==> src/rtl/imm_ext_pipe.sv <==
// Immediate extender with a single-entry output register and valid/ready handshakes.
// Optional PREFIX op enabled by defining IMM_EXT_PREFIX_EN.
module imm_ext_pipe #(
    parameter int IMM_W = 16,
    parameter int OUT_W = 32,
    parameter int SHAMT = 2
) (
    input  logic             clk,
    input  logic             reset,
    input  logic             flush,
    input  logic             in_valid,
    output logic             in_ready,
    input  logic [IMM_W-1:0] imm,
    input  logic [2:0]       ext_op,
    output logic             out_valid,
    input  logic             out_ready,
    output logic [OUT_W-1:0] imm_out,
    output logic             op_err
);

    localparam int PW = OUT_W - IMM_W;

    localparam logic [2:0] OP_ZERO   = 3'd0;
    localparam logic [2:0] OP_ZEXT   = 3'd1;
    localparam logic [2:0] OP_SEXT   = 3'd2;
    localparam logic [2:0] OP_LUI    = 3'd3;
    localparam logic [2:0] OP_BRANCH = 3'd4;
`ifdef IMM_EXT_PREFIX_EN
    localparam logic [2:0] OP_PREFIX = 3'd5;
`endif

    logic             accept;
    logic             is_pfx;
    logic             err;
    logic [OUT_W-1:0] res;
    logic [OUT_W-1:0] z_raw;
    logic [OUT_W-1:0] s_raw;
    logic [OUT_W-1:0] zx;
    logic [OUT_W-1:0] sx;

`ifdef IMM_EXT_PREFIX_EN
    logic [PW-1:0] pfx_q;
    logic          pfx_pend;
`endif

    assign in_ready = !flush && (!out_valid || out_ready);
    assign accept   = in_valid && in_ready;

    // Decode the op and form the extended value, splicing in a pending prefix.
    always_comb begin
        z_raw  = {{PW{1'b0}}, imm};
        s_raw  = {{PW{imm[IMM_W-1]}}, imm};
        zx     = z_raw;
        sx     = s_raw;
        res    = '0;
        err    = 1'b0;
        is_pfx = 1'b0;
`ifdef IMM_EXT_PREFIX_EN
        if (pfx_pend) begin
            zx = {pfx_q, imm};
            sx = {pfx_q, imm};
        end
`endif
        case (ext_op)
            OP_ZERO:   res = '0;
            OP_ZEXT:   res = zx;
            OP_SEXT:   res = sx;
            OP_LUI:    res = z_raw << PW;
            OP_BRANCH: res = sx << SHAMT;
`ifdef IMM_EXT_PREFIX_EN
            OP_PREFIX: is_pfx = 1'b1;
`endif
            default: begin
                res = '0;
                err = 1'b1;
            end
        endcase
    end

    // Output register: load on accept, drain on out_ready, drop on flush.
    always_ff @(posedge clk or posedge reset) begin
        if (reset) begin
            out_valid <= 1'b0;
            op_err    <= 1'b0;
            imm_out   <= '0;
        end else if (flush) begin
            out_valid <= 1'b0;
        end else if (accept && !is_pfx) begin
            out_valid <= 1'b1;
            imm_out   <= res;
            op_err    <= err;
        end else if (accept || out_ready) begin
            out_valid <= 1'b0;
        end
    end

`ifdef IMM_EXT_PREFIX_EN
    // Prefix store: set by PREFIX, consumed by any other accepted op.
    always_ff @(posedge clk or posedge reset) begin
        if (reset) begin
            pfx_q    <= '0;
            pfx_pend <= 1'b0;
        end else if (flush) begin
            pfx_q    <= '0;
            pfx_pend <= 1'b0;
        end else if (accept) begin
            if (is_pfx) begin
                pfx_q    <= imm[PW-1:0];
                pfx_pend <= 1'b1;
            end else begin
                pfx_pend <= 1'b0;
            end
        end
    end
`endif

endmodule

==> config.mk <==
export PLATFORM = sky130hd
export DESIGN_NAME = imm_ext_pipe
export DESIGN_NICKNAME = d
export VERILOG_FILES = /design/src/rtl/imm_ext_pipe.sv
export SDC_FILE = /design/constraint.sdc
export NUM_CORES = 1
export LEC_CHECK = 0
export BUFFER_PORTS_ARGS = -buffer_cell sky130_fd_sc_hd__clkbuf_2
export CELL_PAD_IN_SITES_DETAIL_PLACEMENT = 0
export CELL_PAD_IN_SITES_GLOBAL_PLACEMENT = 1
export CORE_ASPECT_RATIO = 1.2
export CORE_MARGIN = 2
export CORE_UTILIZATION = 39
export DETAILED_ROUTE_END_ITERATION = 7
export PLACE_DENSITY = 0.9
export SYNTH_ARGS = -nofsm -noshare
export SYNTH_HDL_FRONTEND = slang
export SYNTH_SLANG_ARGS = --single-unit
export TNS_END_PERCENT = 20
==> constraint.sdc <==
create_clock -name clk -period 1.9 [get_ports clk]
set_input_delay 0.38 -clock clk [delete_from_list [all_inputs] [get_ports clk]]
set_output_delay 0.38 -clock clk [all_outputs]
set_load 0.01 [all_outputs]
After elaboration in Yosys (flattened, before gate mapping)
Cells that the tools add are included.

Register bits after elaboration: 34. Latch bits: 0. Memory bits (writable): 0. Bits in read-only memories: 0. Input bits: 24. Word-level logic and storage cells: 23. Memories kept: 0.

Add/subtract/negate cells: 0. $mul: 0. Div/mod/pow operators: 0. $lt $le $gt $ge: 0. Eq/ne operators: 4. Shifts and indexed selects: 0. Muxes and demuxes: 5. Bitwise gates (word level): 1. Reduce and logical (&&, ||, !) cells: 10.

Operators with widths (number): 32-bit case mux with 4 select lines (1); 3-bit by 2-bit == test with 1-bit output, second input constant (2); 5-bit OR reduction (1); 1-bit two-way mux (4); 3-bit by 1-bit == test with 1-bit output, second input constant (1); 3-bit == test, second input constant (1); 3-bit logical NOT (1); 3-bit nonzero test (1); 1-bit logical AND (2); 1-bit logical NOT (2); 1-bit logical OR (2); 2-bit AND reduction (1); 1-bit NOT (1).

Longest topological paths before layout
Word-level depth: 8. Depth in mapped cells: 5. Depth with buffers taken out: 3.

Least setup slack after synthesis
No wires, ideal clock.

Path kind: register -> register. Start point: register out_valid. End point: register imm_out[0]. Library setup time: 125 ps. Arrival: 1315 ps. Path slack: 461 ps. Cell stages (with the launch flop): 5. Buffers on the path: 1. Cell sequence: dfrtp_1 -> nor2b_1 -> nor3_4 -> buf_6 -> mux2_2.

Longest elaborated chain between the ends: 5.

RTL lines: start, declared (line 15) `output logic out_valid,`; start signal, assigned (line 83) `out_valid <= 1'b0;`; start signal, assigned (line 87) `out_valid <= 1'b0;`; start signal, assigned (line 89) `out_valid <= 1'b1;`; 1-bit logical NOT (line 46) `assign in_ready = !flush && (!out_valid || out_ready);`; 1-bit logical OR (line 46); 1-bit logical AND (line 46); 1-bit logical AND (line 47) `assign accept = in_valid && in_ready;`; 2-bit AND reduction (no source line); end signal, assigned (line 90) `imm_out <= res;`; end, declared (line 17) `output logic [OUT_W-1:0] imm_out,`.

No other way between the ends. A chain may end at the register's enable or synchronous reset.

Final worst setup path
Start point: register out_valid. End point: output port in_ready.

Longest elaborated chain between the ends: 3.

RTL lines: 1-bit logical NOT (line 46); 1-bit logical OR (line 46); 1-bit logical AND (line 46); end, declared (line 12) `output logic in_ready,`.

No other way between the ends.

==> impl_metrics.csv <==
group,metric,value,unit
global_route,grt_overflow_total,0,
global_route,first_global_vias,1666,
floorplan,rows,29,
detailed_routing,drtPass1Iterations,4,
timing,worst_clock_skew,4.36,ps
logic_synthesis,ys_warn_count,0,
timing,rsz0062_at_grt,"false",
logic_synthesis,synth_area_leader_cell,"dfrtp_1",
detailed_routing,vias,1761,
global_route,gr-usage-all-layers,0.172,
placement,placed_area,2430,um^2
critical_path,critPathCaptureType,"primary output",
logic_synthesis,syn_area,2110,um^2
finish,area_delta_synth_final,19.6,%
critical_path,crit_path_start_kind,"register",
detailed_routing,wl_per_cell,15.0,um
logic_synthesis,synth_edf_count,0,
power,sw_frac_of_total,0.300,
detailed_routing,routed_wl,4850,um
finish,n_fill_cell,499,
logic_synthesis,synthArstFlopShare,1.00,
run_status,status,"complete, no violations",
clock_network,clkTransAtPathRegs,70,ps
detailed_routing,drc,0,
power,vdd_drop_max,0.530,mV
critical_path,worstPathArrival,1120,ps
job,cap_violations,0,
global_route,antenna_found_initial,0,
finish,final_util,0.479,
power,power.switching,0.577,mW
power,clkPwrFrac,0.283,
logic_synthesis,synthesis.instances,209,
clock_network,cts_max_level,2,
finish,final_cells,323,
logic_synthesis,ys.flop_type,"dfrtp_1",
global_route,grt_pass1_wl,8360,um
floorplan,boundaryPins,59,
timing,worst_pin_slew,523,ps
power,p_leak,1.18,nW
critical_path,critical_path_class,"reg -> out",
logic_synthesis,ys_types,29,
placement,gp_congestion,0.772,
finish,final_common_cell,"clkbuf_2",
timing,setup_tns,0,ps
timing,fin_crit,1500,ps
clock_network,cts_buffers,5,
timing,setup_viol,0,
timing,maxClockFrequency,667,MHz
min_path,hp-class,"in -> async",
power,pwr-share-seq,0.457,
power,total_power,1.93,mW
placement,dp_hpwl,3590,um
floorplan,die_area,6020,um^2
floorplan,die_w,71.1,um
power,internal_power,1.35,mW
finish,antennaDiodeCount,0,
logic_synthesis,synth_top_area_share,0.403,
logic_synthesis,syn_area_per_cell,10.1,um^2
placement,dp_slack,370,ps
timing,hold_viol,0,
placement,port_buffers,58,
timing,finalMaxSlewViolations,0,
floorplan,start_util,0.401,
clock_network,hold_buffers,0,
power,power_density,763,nW/um^2
timing,timing.final.crit_share,0.789,
timing,slew_headroom,0.652,
clock_network,insertion_delay,290,ps
finish,fin_nets,284,
clock_network,root_buffer,"clkbuf_8",
detailed_routing,drt_iter0_drc,82,
floorplan,coreArea,5260,um^2
logic_synthesis,synth_nets,233,
critical_path,crit_required,1520,ps
logic_synthesis,synth_area_leaders,"dfrtp_1 40%, nand3b_1 10%, a31oi_1 8.3%",
logic_synthesis,synth-seq-area-share,0.403,
placement,dp.cells,315,
finish,final_cell_mix,"58 x clkbuf_2, 34 x dfrtp_1, 28 x nand3b_1, 28 x a31oi_1, 17 x mux2i_1",
clock_network,cts_tree,"built",
floorplan,die_y,84.6,um
finish,stdcell_area,2520,um^2
clock_network,cts_resized,0,
timing,worst_slack,401,ps
finish,final_layout_size_suffix_gt1_frac,0.345,
global_route,grt_max_degree,48,
clock_network,cts_sinks,34,
critical_path,path_max_fanout,3,
clock_network,clk_path_buf_depth,2,
detailed_routing,viasPerCell,5.45,
detailed_routing,drtAntennaViolNets,0,
timing,fin_hold_ws,167,ps
logic_synthesis,ys_ff_latch,34,
power,pwr-share-comb,0.260,
clock_network,postCtsSetupRepairBufs,0,
==> power groups by stage <==
stage,Clock (mW),Combinational [mW],Sequential (mW)
floorplan,0,0.258,0.941
global placement,0,0.496,0.894
detailed placement,0,0.504,0.897
CTS,0.554,0.506,0.884
global route,0.597,0.552,0.898
finish,0.545,0.500,0.881
==> critical path, stage by stage, from the launching register on <==
cell	delay, ps
dfrtp_1	360
nor2b_1	280
nor2_1	60
clkbuf_2	130
==> flip-flops by register name (all words and copies together) (netlist names) <==
register / count
op_err: 1
out_valid: 1
imm_out: 32
==> synthesized netlist by cell type (4+ instances only) <==
cell type,instances
mux2_2,14
clkbuf_1,8
buf_2,4
mux2i_1,17
o21ai_0,14
dfrtp_1,34
a31oi_1,28
a21o_1,14
inv_1,4
buf_4,5
nand3b_1,28
nand2_1,14
==> layout make-up <==
| class | instances | area [um^2] | share of cell area |
|---|---|---|---|
| Sequential cell | 34 | 851 | 0.337 |
| Inverter | 5 | 18.8 | 0.00744 |
| Clock buffer | 7 | 86.3 | 0.0342 |
| Multi-Input combinational cell | 148 | 1110 | 0.439 |
| Clock inverter | 1 | 5.00 | 0.00198 |
| Timing Repair Buffer | 66 | 375 | 0.149 |
| Tap cell | 62 | 77.6 | 0.0308 |
==> worst paths after layout <==
path / cells after the start / slack, ps / endpoint / start
max: 3 / 400 / in_ready / out_valid
min: 3 / 170 / imm_out[12] / reset
max in group asynchronous: 3 / 1430 / imm_out[24] / reset
min reg2reg: 1 / 490 / imm_out[27] / imm_out[27]
max reg2reg: 4 / 470 / imm_out[25] / out_valid
min in group clk: 2 / 330 / out_valid / flush
==> cell families after synthesis <==
logic type | Yosys count | share of synthesized area
compound gates | 60 | 0.177
simple gates | 53 | 0.173
mux | 34 | 0.171
flops | 34 | 0.403
buf+inv | 27 | 0.0712
xor+xnor | 1 | 0.00415
==> metal layers <==
layer  GRT usage  vias to the layer above  wire length, um  part of all wire
li1            -                      868                -                 -
met1       0.242                      828             2250              0.46
met2       0.258                       58             2240              0.46
met3      0.0444                        7              283             0.058
met4      0.0549                        0               78             0.016
met5           0                        -                0                 0
Power figures use the tool's default switching activity.
